===== src/rtl/mod_updown_counter.sv =====
`timescale 1ns/1ps
`default_nettype none
// ============================================================================
// Module      : mod_updown_counter
// Description : Parametrised up/down modulo counter with synchronous load,
//               enable, prescaler, wrap/saturate mode, terminal-count pulse
//               and sticky overflow flag.
// Revision    : 1.0 - initial release
// ============================================================================
module mod_updown_counter #(
    parameter int              WIDTH    = 4,
    parameter longint unsigned MAX_VAL  = (64'd1 << WIDTH) - 64'd1,
    parameter int              PRESCALE = 1,
    parameter bit              SATURATE = 1'b0
) (
    input  logic             clk,
    input  logic             reset,
    input  logic             en,
    input  logic             up,
    input  logic             load,
    input  logic [WIDTH-1:0] load_data,
    input  logic             clear_ovf,
    output logic [WIDTH-1:0] count,
    output logic             tc,
    output logic             ovf
);

    localparam logic [WIDTH-1:0] c_max_val  = MAX_VAL[WIDTH-1:0];
    localparam logic [15:0]      c_pre_last = 16'(PRESCALE - 1);

    logic [WIDTH-1:0] r_count;
    logic             r_tc;
    logic             r_ovf;
    logic [15:0]      r_pre;

    logic             w_pre_wrap;
    logic [15:0]      w_pre_next;
    logic             w_step;
    logic             w_at_max;
    logic             w_at_zero;
    logic             w_boundary;
    logic [WIDTH-1:0] w_count_step;
    logic [WIDTH-1:0] w_load_val;
    logic             w_ovf_next;

    // A step fires on the enabled edge where the prescaler sits at its last value.
    assign w_pre_wrap = (r_pre == c_pre_last);
    assign w_pre_next = w_pre_wrap ? 16'd0 : (r_pre + 16'd1);
    assign w_step     = en && !load && w_pre_wrap;

    assign w_at_max   = (r_count == c_max_val);
    assign w_at_zero  = (r_count == '0);
    assign w_boundary = w_step && (up ? w_at_max : w_at_zero);

    assign w_load_val = (load_data > c_max_val) ? c_max_val : load_data;

    // Set has priority over clear so a coincident boundary event is never lost.
    assign w_ovf_next = w_boundary ? 1'b1 : (clear_ovf ? 1'b0 : r_ovf);

    always_comb begin
        w_count_step = r_count;
        if (up) begin
            if (w_at_max) begin
                w_count_step = SATURATE ? c_max_val : '0;
            end else begin
                w_count_step = r_count + WIDTH'(1);
            end
        end else begin
            if (w_at_zero) begin
                w_count_step = SATURATE ? '0 : c_max_val;
            end else begin
                w_count_step = r_count - WIDTH'(1);
            end
        end
    end

    always_ff @(posedge clk) begin
        if (reset) begin
            r_count <= '0;
            r_tc    <= 1'b0;
            r_ovf   <= 1'b0;
            r_pre   <= 16'd0;
        end else begin
            r_ovf <= w_ovf_next;
            if (load) begin
                r_count <= w_load_val;
                r_pre   <= 16'd0;
                r_tc    <= 1'b0;
            end else begin
                if (en) begin
                    r_pre <= w_pre_next;
                end
                if (w_step) begin
                    r_count <= w_count_step;
                end
                r_tc <= w_boundary;
            end
        end
    end

    assign count = r_count;
    assign tc    = r_tc;
    assign ovf   = r_ovf;

endmodule
`default_nettype wire


===== config.mk =====
export PLATFORM = sky130hd
export DESIGN_NAME = mod_updown_counter
export DESIGN_NICKNAME = d
export VERILOG_FILES = /design/src/rtl/mod_updown_counter.sv
export SDC_FILE = /design/constraint.sdc
export NUM_CORES = 1
export LEC_CHECK = 0
export BUFFER_PORTS_ARGS = -buffer_cell sky130_fd_sc_hd__buf_4
export CORE_MARGIN = 8
export CORE_UTILIZATION = 55
export CTS_CLUSTER_DIAMETER = 200
export DETAILED_ROUTE_END_ITERATION = 8
export GPL_ROUTABILITY_DRIVEN = 0
export PLACE_DENSITY = 0.74
export SLEW_MARGIN = 20
export SYNTH_ARGS = -nofsm -noshare
export SYNTH_HDL_FRONTEND = slang
export SYNTH_SLANG_ARGS = --single-unit
export TNS_END_PERCENT = 5

===== constraint.sdc =====
create_clock -name clk -period 2.2 [get_ports clk]
set_input_delay 0.33 -clock clk [delete_from_list [all_inputs] [get_ports clk]]
set_output_delay 0.33 -clock clk [all_outputs]
set_load 0.02 [all_outputs]

==> results of run 1 <==
worst reg2reg max path, stage by stage, from the launching register on:
cell	delay, ns
dfxtp_1	0.37
inv_1	0.07
ha_1	0.13
nor4b_2	0.21
nand4_1	0.26
or3_1	0.41
a311oi_1	0.24
final timing paths:
check	startpoint	end	slack, ns	depth (start not counted)
setup reg to reg	r_pre[0]	count[2]	0.43	6
hold / removal	load	tc	0.24	2
hold reg to reg	ovf	ovf	0.48	2
setup / recovery	r_pre[0]	count[2]	0.43	6
state kept, by name (all words and copies together), names as in the netlist:
signal,count
tc,1
count,4
r_pre,16
ovf,1
cell families after synthesis:
kind of cell / count (synthesis) / synth area share
adder cells (fa/ha/maj): 4 / 0.0429
multiplexers: 2 / 0.0172
XOR/XNOR: 15 / 0.113
AND/OR/NAND/NOR: 59 / 0.288
flip-flops: 22 / 0.378
buffers and inverters: 11 / 0.0429
AO/OA/AOI/OAI: 21 / 0.119
power by group through the flow:
| stage | combinational, uW | clock (uW) | sequential, uW |
|---|---|---|---|
| finish | 97.1 | 173 | 423 |
| global route | 107 | 194 | 424 |
| CTS | 97.2 | 182 | 422 |
| detailed placement | 96.5 | 0 | 431 |
| global placement | 96.0 | 0 | 430 |
| floorplan | 56.4 | 0 | 434 |
metrics by stage:
step                      instances  power, uW
after floorplan                 134        490
after global placement          173        526
after detailed placement        173        528
after CTS                       176        702
after global routing            176        725
final                           176        693
cells in the final DEF, fill, tap and decap left out, types with 2 or more instances in the layout:
| cell | netlist | layout |
|---|---|---|
| nor4b_2 | 2 | 2 |
| xnor2_1 | 12 | 12 |
| o21ai_0 | 6 | 6 |
| ha_1 | 4 | 4 |
| a221oi_1 | 2 | 2 |
| nor2_1 | 20 | 20 |
| or3_1 | 2 | 2 |
| nand2_1 | 6 | 6 |
| nand3_1 | 5 | 5 |
| mux2i_1 | 2 | 2 |
| nor3_1 | 5 | 5 |
| buf_4 | 0 | 15 |
| nand4_1 | 5 | 5 |
| nor4_1 | 5 | 5 |
| a21oi_1 | 3 | 3 |
| dfxtp_1 | 22 | 22 |
| nand4_2 | 2 | 2 |
| a31oi_1 | 2 | 2 |
| inv_1 | 8 | 8 |
| nand2b_1 | 2 | 2 |
| clkbuf_4 | 0 | 3 |
| xor2_1 | 3 | 3 |
per-layer routing:
layer | vias to the layer above | share of wire
met4 | 0 | 0.0088
met3 | 2 | 0.056
met1 | 440 | 0.51
met2 | 31 | 0.42
li1 | 510 | -
met5 | - | 0
layout make-up:
| class | instances | area (um^2) |
|---|---|---|
| Sequential cell | 22 | 440 |
| Fill cell | 161 | 667 |
| Inverter | 8 | 30.0 |
| Clock buffer | 3 | 22.5 |
| Multi-Input combinational cell | 101 | 676 |
| Tap cell | 27 | 33.8 |
| Timing Repair Buffer | 15 | 113 |
==> reports/results.ini, run 1 <==
[status]
status = completed

[global_routing]
met1_usage = 0.192
grt_use_met3 = 0.0329
antenna_found_initial = 0
grt_max_degree = 17
grt_overflow = 0
grt_pass1_wl_um = 3910
top_usage_layer = met1
grtUsageTotal = 0.137
gr-usage-met2 = 0.190
grt_pass1_vias = 863

[timing]
relSlewSlack = 0.666
tns_ns = 0
period_needed_ns = 1.77
hold_violations = 0
whs_ns = 0.239
fin_skew_ns = 0.00586
fin_crit_sh = 0.802
worst_pin_slew_ns = 0.500
fmax_mhz = 567
drv_slew = 0
grt_setup_unrepaired = no
setup_viol = 0
fin_ws_ns = 0.435

[synthesis]
synth.area.top_cells = dfxtp_1 (38%), xnor2_1 (9.0%), nor2_1 (6.4%)
syn_area_per_cell_um2 = 8.70
synthCells = 134
synth_cell_types = 36
synth_flop_cell = dfxtp_1
syn_nets = 148
synth.top_cell.area_share = 0.378
synth-edff-count = 0
synth_commonest_cells = dfxtp_1 (22), nor2_1 (20), xnor2_1 (12)
synth_seq_cells = 22
async_flop_share = 0
yosysWarnings = 0
yosysSeqAreaShare = 0.378
yosysMostFrequentCell = dfxtp_1
yosysTopAreaCell = dfxtp_1
synth_area_um2 = 1170

[critical_path]
crit_family = simple AND/OR/NAND/NOR gates
setup.worst_path.start_class = flip-flop
cp.required_ns = 2.42
crit_type = reg -> reg
slowest_delay_ns = 0.41
arrival_ns = 1.98
critPathMaxFanout = 7
worst-path-buf-inv = 1
slowest_stage = or3_1
cp-end-kind = flip-flop
path_cells = inv_1, ha_1, nor4b_2, nand4_1, or3_1, a311oi_1

[detailed_routing]
vias_per_cell = 5.59
wl_um = 2400
drcViolationCount = 0
routedWlPerCell_um = 13.6
drtIter0Drc = 36
final_antenna_net_count = 0
dr.pass1.iters = 4
vias = 983

[die]
die_h_um = 62.0
placementRows = 16
coreArea_um2 = 1980
ios = 16
start_util = 0.588
die_area_um2 = 3850
die_width_um = 62.0

[clock_network]
worstSkewPairLatency_ns = 0.30
root_buffer = clkbuf_4
post-cts-setup-buffer-count = 0
cts_resized = 0
cts_tree = yes
cts.clk_slew.worst_paths_ns = 0.11
cts_sinks = 22
postCtsHoldBufs = 0
clk_path_buf_depth = 2
numCtsBuffers = 3
cts_max_level = 1

[pwr]
power.share.switching = 0.253
p_seq_frac = 0.610
combPwrFrac = 0.140
clkPwrFrac = 0.250
cellLeakagePower_uw = 0.000466
power.density_nw_per_um2 = 527
peakVddDrop_mv = 0.363
p_sw_uw = 176
p_int_uw = 517

[place]
portBuffers = 15
hpwl_um = 1770
place_area_um2 = 1290
dp_slack_ns = 0.444

[cells_and_area]
final_area_um2 = 1320
drive_above_1_share = 0.168
utilization = 0.664
syn_to_final_growth_pct = 12.8
diodes = 0
nNetsFinal = 165

[flow_run]
maxCapViolations = 0

[hold_path]
hp-class = in -> reg

Power figures use the tool's default switching activity.
==> inputs of run 2 (changes only) <==
==> constraint.sdc (replaced) <==
create_clock -name clk -period 1.8 [get_ports clk]
set_input_delay 0.27 -clock clk [delete_from_list [all_inputs] [get_ports clk]]
set_output_delay 0.27 -clock clk [all_outputs]
set_load 0.02 [all_outputs]
==> run 2 against run 1 <==
  * Hold slack got worse by 0.074 ns
  * Count of clock-buffer cells in the layout increased by 1
  * Clock power increased by 55%
  * Combinational power increased by 32%
  * Largest cell class unchanged
  * Highest routed layer unchanged
  * Sequential share of layout area decreased by 1.2 points
  * Via count increased by 2.6%
  * Cell count increased by 2.8%
  * Fmax increased by 7.6%
==> reports/results.ini, run 2 (same netlist as run 1, synthesis figures left out) <==
[global_routing]
grtUsageTotal = 0.154
grt_max_degree = 17
grt_pass1_vias = 962
grt_overflow = 0
antenna_found_initial = 0
grt_pass1_wl_um = 4460

[die]
coreArea_um2 = 1980
start_util = 0.588
die_h_um = 62.0
die_area_um2 = 3850
die_width_um = 62.0
placementRows = 16
ios = 16

[place]
portBuffers = 15
hpwl_um = 1920

[critical_path]
crit_type = reg -> reg
cp-end-kind = flip-flop
arrival_ns = 1.88
setup.worst_path.start_class = flip-flop
critPathMaxFanout = 6
cp.required_ns = 2.04

[status]
status = completed

[timing]
fin_skew_ns = 0.000915
relSlewSlack = 0.774
setup_viol = 0
fin_crit_sh = 0.911
period_needed_ns = 1.64
whs_ns = 0.165
hold_violations = 0
tns_ns = 0
worst_pin_slew_ns = 0.335
drv_slew = 0
grt_setup_unrepaired = no
fmax_mhz = 610

[detailed_routing]
vias = 1009
vias_per_cell = 5.57
final_antenna_net_count = 0
wl_um = 2620
drtIter0Drc = 52
routedWlPerCell_um = 14.5
dr.pass1.iters = 5
drcViolationCount = 0

[clock_network]
clk_path_buf_depth = 2
numCtsBuffers = 3
cts_max_level = 1
cts_sinks = 22
postCtsHoldBufs = 0
root_buffer = clkbuf_4
cts_tree = yes
cts.clk_slew.worst_paths_ns = 0.12
post-cts-setup-buffer-count = 0
worstSkewPairLatency_ns = 0.30

[flow_run]
maxCapViolations = 0

[cells_and_area]
drive_above_1_share = 0.201
final_common_cell = dfxtp_1
nNetsFinal = 169
largest_register_ffs = 16
syn_to_final_growth_pct = 17.4
top_register = r_pre
final_cell_mix = dfxtp_1 (21), nor2_1 (20), buf_4 (19), xnor2_1 (12), inv_1 (8)
diodes = 0

[hold_path]
hp-class = in -> reg

[pwr]
cellLeakagePower_uw = 0.000503
peakVddDrop_mv = 0.426
power.density_nw_per_um2 = 667

-- run 2: cell count changes in the layout (fill, tap and decap cells not counted), sizes merged --
cell    before  now
clkbuf       3    4
buf         15   19
-- run 2: stage by stage --
step                setup slack, ns  total power [uW]  cells  area [um^2]  utilization
global placement              0.241               647    177         1320        0.667
CTS                           0.133               917    181         1360        0.686
detailed placement            0.178               651    177         1320        0.667
finish                        0.160               913    181         1370        0.691
floorplan                     0.196               599    134         1170            -
global route                 0.0354               965    181         1370        0.691
-- run 2: final timing paths --
kind                                from  end  slack (ns)  cells after the start
worst max-delay path            r_pre[0]  ovf        0.16                      7
worst min-delay path                load   tc        0.16                      2
worst max register to register  r_pre[0]  ovf        0.16                      7
worst min register to register       ovf  ovf        0.51                      2
-- run 2: where the power goes --
group | internal [uW] | total, uW | leakage, uW | switching, uW
Sequential | 497 | 517 | 0.000179 | 19.6
Clock | 123 | 268 | 0.0000210 | 145
Combinational | 62.6 | 128 | 0.000303 | 65.3
Total | 683 | 913 | 0.000503 | 230
-- run 2: timing repair --
| item | in CTS | in global routing |
|---|---|---|
| hold endpoints to repair | 0 | 0 |
| endpoints found under the setup margin | 0 | 2 |
| gates resized for setup | 0 | 2 |
-- run 2: final cells by class --
type,count,area (um^2)
clock buffers,4,36.3
fillers,174,613
inverters,8,30.0
multi-input cells,101,684
flip-flops and latches,22,442
well taps,27,33.8
repair buffers,19,143
-- run 2: layer usage --
metal | track usage | part of all wire | vias to the layer above
met5 | 0 | 0 | -
met4 | 0.0649 | 0.018 | 0
met3 | 0.0288 | 0.048 | 6
met2 | 0.209 | 0.44 | 23
met1 | 0.227 | 0.49 | 461
li1 | - | - | 519
-- run 2: critical path, stage by stage (launching register included) --
cell     delay (ns)
dfxtp_1        0.37
inv_1          0.07
ha_1           0.15
nor4b_4        0.20
nand4_1        0.14
buf_4          0.19
or3_1          0.34
a21oi_1        0.12
==> inputs of run 3 (changes only) <==
--- a/config.mk
+++ b/config.mk
@@ -5,7 +5,7 @@
 export SDC_FILE = /design/constraint.sdc
 export NUM_CORES = 1
 export LEC_CHECK = 0
-export BUFFER_PORTS_ARGS = -buffer_cell sky130_fd_sc_hd__buf_4
+export BUFFER_PORTS_ARGS = -buffer_cell sky130_fd_sc_hd__buf_2
 export CORE_MARGIN = 8
 export CORE_UTILIZATION = 55
 export CTS_CLUSTER_DIAMETER = 200
==> run 3 against run 2 <==
  * Core utilization is 3.1 points lower
  * Hold slack better by 0.034 ns
  * Count of clock-buffer cells in the layout down 1
  * Critical path type unchanged
  * Critical endpoint is now count[2]
  * Largest cell class unchanged
==> reports/results.ini, run 3 (same netlist as run 1, synthesis figures left out) <==
[detailed_routing]
drcViolationCount = 0
vias = 1003
vias_per_cell = 5.57
dr.pass1.iters = 4
wl_um = 2480
routedWlPerCell_um = 13.8
final_antenna_net_count = 0
drtIter0Drc = 46

[cells_and_area]
multi_input_area_um2 = 676
final_common_cell = dfxtp_1
diodes = 0
nFillCells = 166
largest_register_ffs = 16
nNetsFinal = 169
final_cell_mix = dfxtp_1 (22), nor2_1 (20), buf_2 (15), xnor2_1 (12), inv_1 (8)
syn_to_final_growth_pct = 12.1
drive_above_1_share = 0.190
top_register = r_pre
regArea_um2 = 440

[critical_path]
worstSetupEndpoint = count[2]
cp.required_ns = 2.02
ff2ff_setup_slack_ns = 0.14
r2r-start = count[0]
critPathMaxFanout = 9
crit_type = reg -> reg
setup.worst_path.start_class = flip-flop
startpoint = count[0]
cp-end-kind = flip-flop
r2r-end = count[2]
arrival_ns = 1.88
reg2reg_depth = 6

[pwr]
clkPwrFrac = 0.257
power.density_nw_per_um2 = 648
peakVddDrop_mv = 0.398
power.share.switching = 0.261
p_sw_uw = 221
p_int_uw = 626
cellLeakagePower_uw = 0.000474
p_seq_frac = 0.609
combPwrFrac = 0.134

[place]
dp_slack_ns = 0.183
portBuffers = 15
hpwl_um = 1850

[clock_network]
clk_path_buf_depth = 2
cts.clk_slew.worst_paths_ns = 0.11
cts_resized = 0
post-cts-setup-buffer-count = 0
cts_sinks = 22
cts_max_level = 1
postCtsHoldBufs = 0
worstSkewPairLatency_ns = 0.30
cts_tree = yes
numCtsBuffers = 3
root_buffer = clkbuf_4

[die]
die_width_um = 62.0
coreArea_um2 = 1980
die_area_um2 = 3850
die_h_um = 62.0
ios = 16
start_util = 0.588
placementRows = 16

[timing]
hold_violations = 0
fin_crit_sh = 0.923
fmax_mhz = 602
whs_ns = 0.199
tns_ns = 0
relSlewSlack = 0.778
setup_viol = 0
period_needed_ns = 1.66
fin_skew_ns = 0.00205
grt_setup_unrepaired = no
fin_ws_ns = 0.139
worst_pin_slew_ns = 0.330
drv_slew = 0

[global_routing]
grt_pass1_vias = 909
grt_pass1_wl_um = 4290
grt_overflow = 0
grt_max_degree = 17
grtUsageTotal = 0.145
antenna_found_initial = 0

[flow_run]
maxCapViolations = 0

[hold_path]
hp-class = in -> reg

[status]
status = completed

run 3: cell count changes in the layout (fill, tap and decap cells not counted), sizes merged:
cell    change
clkbuf      -1
run 3: worst min-delay path by stage:
stage,depth (start not counted),startpoint,endpoint,slack (ns)
2_1_floorplan,1,reset,ovf,0.34
3_3_place_gp,2,r_pre[15],r_pre[15],0.48
3_5_place_dp,2,ovf,ovf,0.48
4_1_cts,2,load,tc,0.20
5_1_grt,3,load_data[3],count[3],0.19
6_report,3,load_data[3],count[3],0.20
run 3: per-stage QoR:
stage | util | area [um^2] | power (uW) | instances
after CTS | 0.660 | 1310 | 849 | 180
final | 0.660 | 1310 | 847 | 180
after floorplan | - | 1170 | 599 | 134
after global placement | 0.648 | 1280 | 636 | 177
after detailed placement | 0.648 | 1280 | 639 | 177
after global routing | 0.660 | 1310 | 890 | 180
run 3: area by class of cell:
type	instances	area share
Multi-Input combinational cell	101	0.517
Clock buffer	3	0.0172
Timing Repair Buffer	19	0.0804
Tap cell	27	0.0258
Sequential cell	22	0.337
Inverter	8	0.0230
run 3: per-layer routing:
metal / global-route usage / share of wire / wire length [um] / vias to the layer above
li1: - / - / - / 516
met1: 0.224 / 0.53 / 1330 / 464
met2: 0.192 / 0.42 / 1040 / 21
met3: 0.0288 / 0.041 / 102 / 2
met4: 0.0422 / 0.0076 / 19 / 0
met5: 0 / 0 / 0 / -
run 3: critical path: stages, from the launching register on:
cell and delay (ns):
dfxtp_1 0.51, inv_1 0.11, ha_1 0.23, nand2b_1 0.10, a21boi_0 0.25, o21ai_0 0.11, a311oi_1 0.26
run 3: power groups by stage:
| stage | logic (uW) | clock network (uW) | registers [uW] |
|---|---|---|---|
| after floorplan | 69.0 | 0 | 530 |
| after global placement | 111 | 0 | 525 |
| after detailed placement | 113 | 0 | 527 |
| after CTS | 114 | 220 | 515 |
| after global routing | 126 | 245 | 519 |
| final | 113 | 218 | 516 |
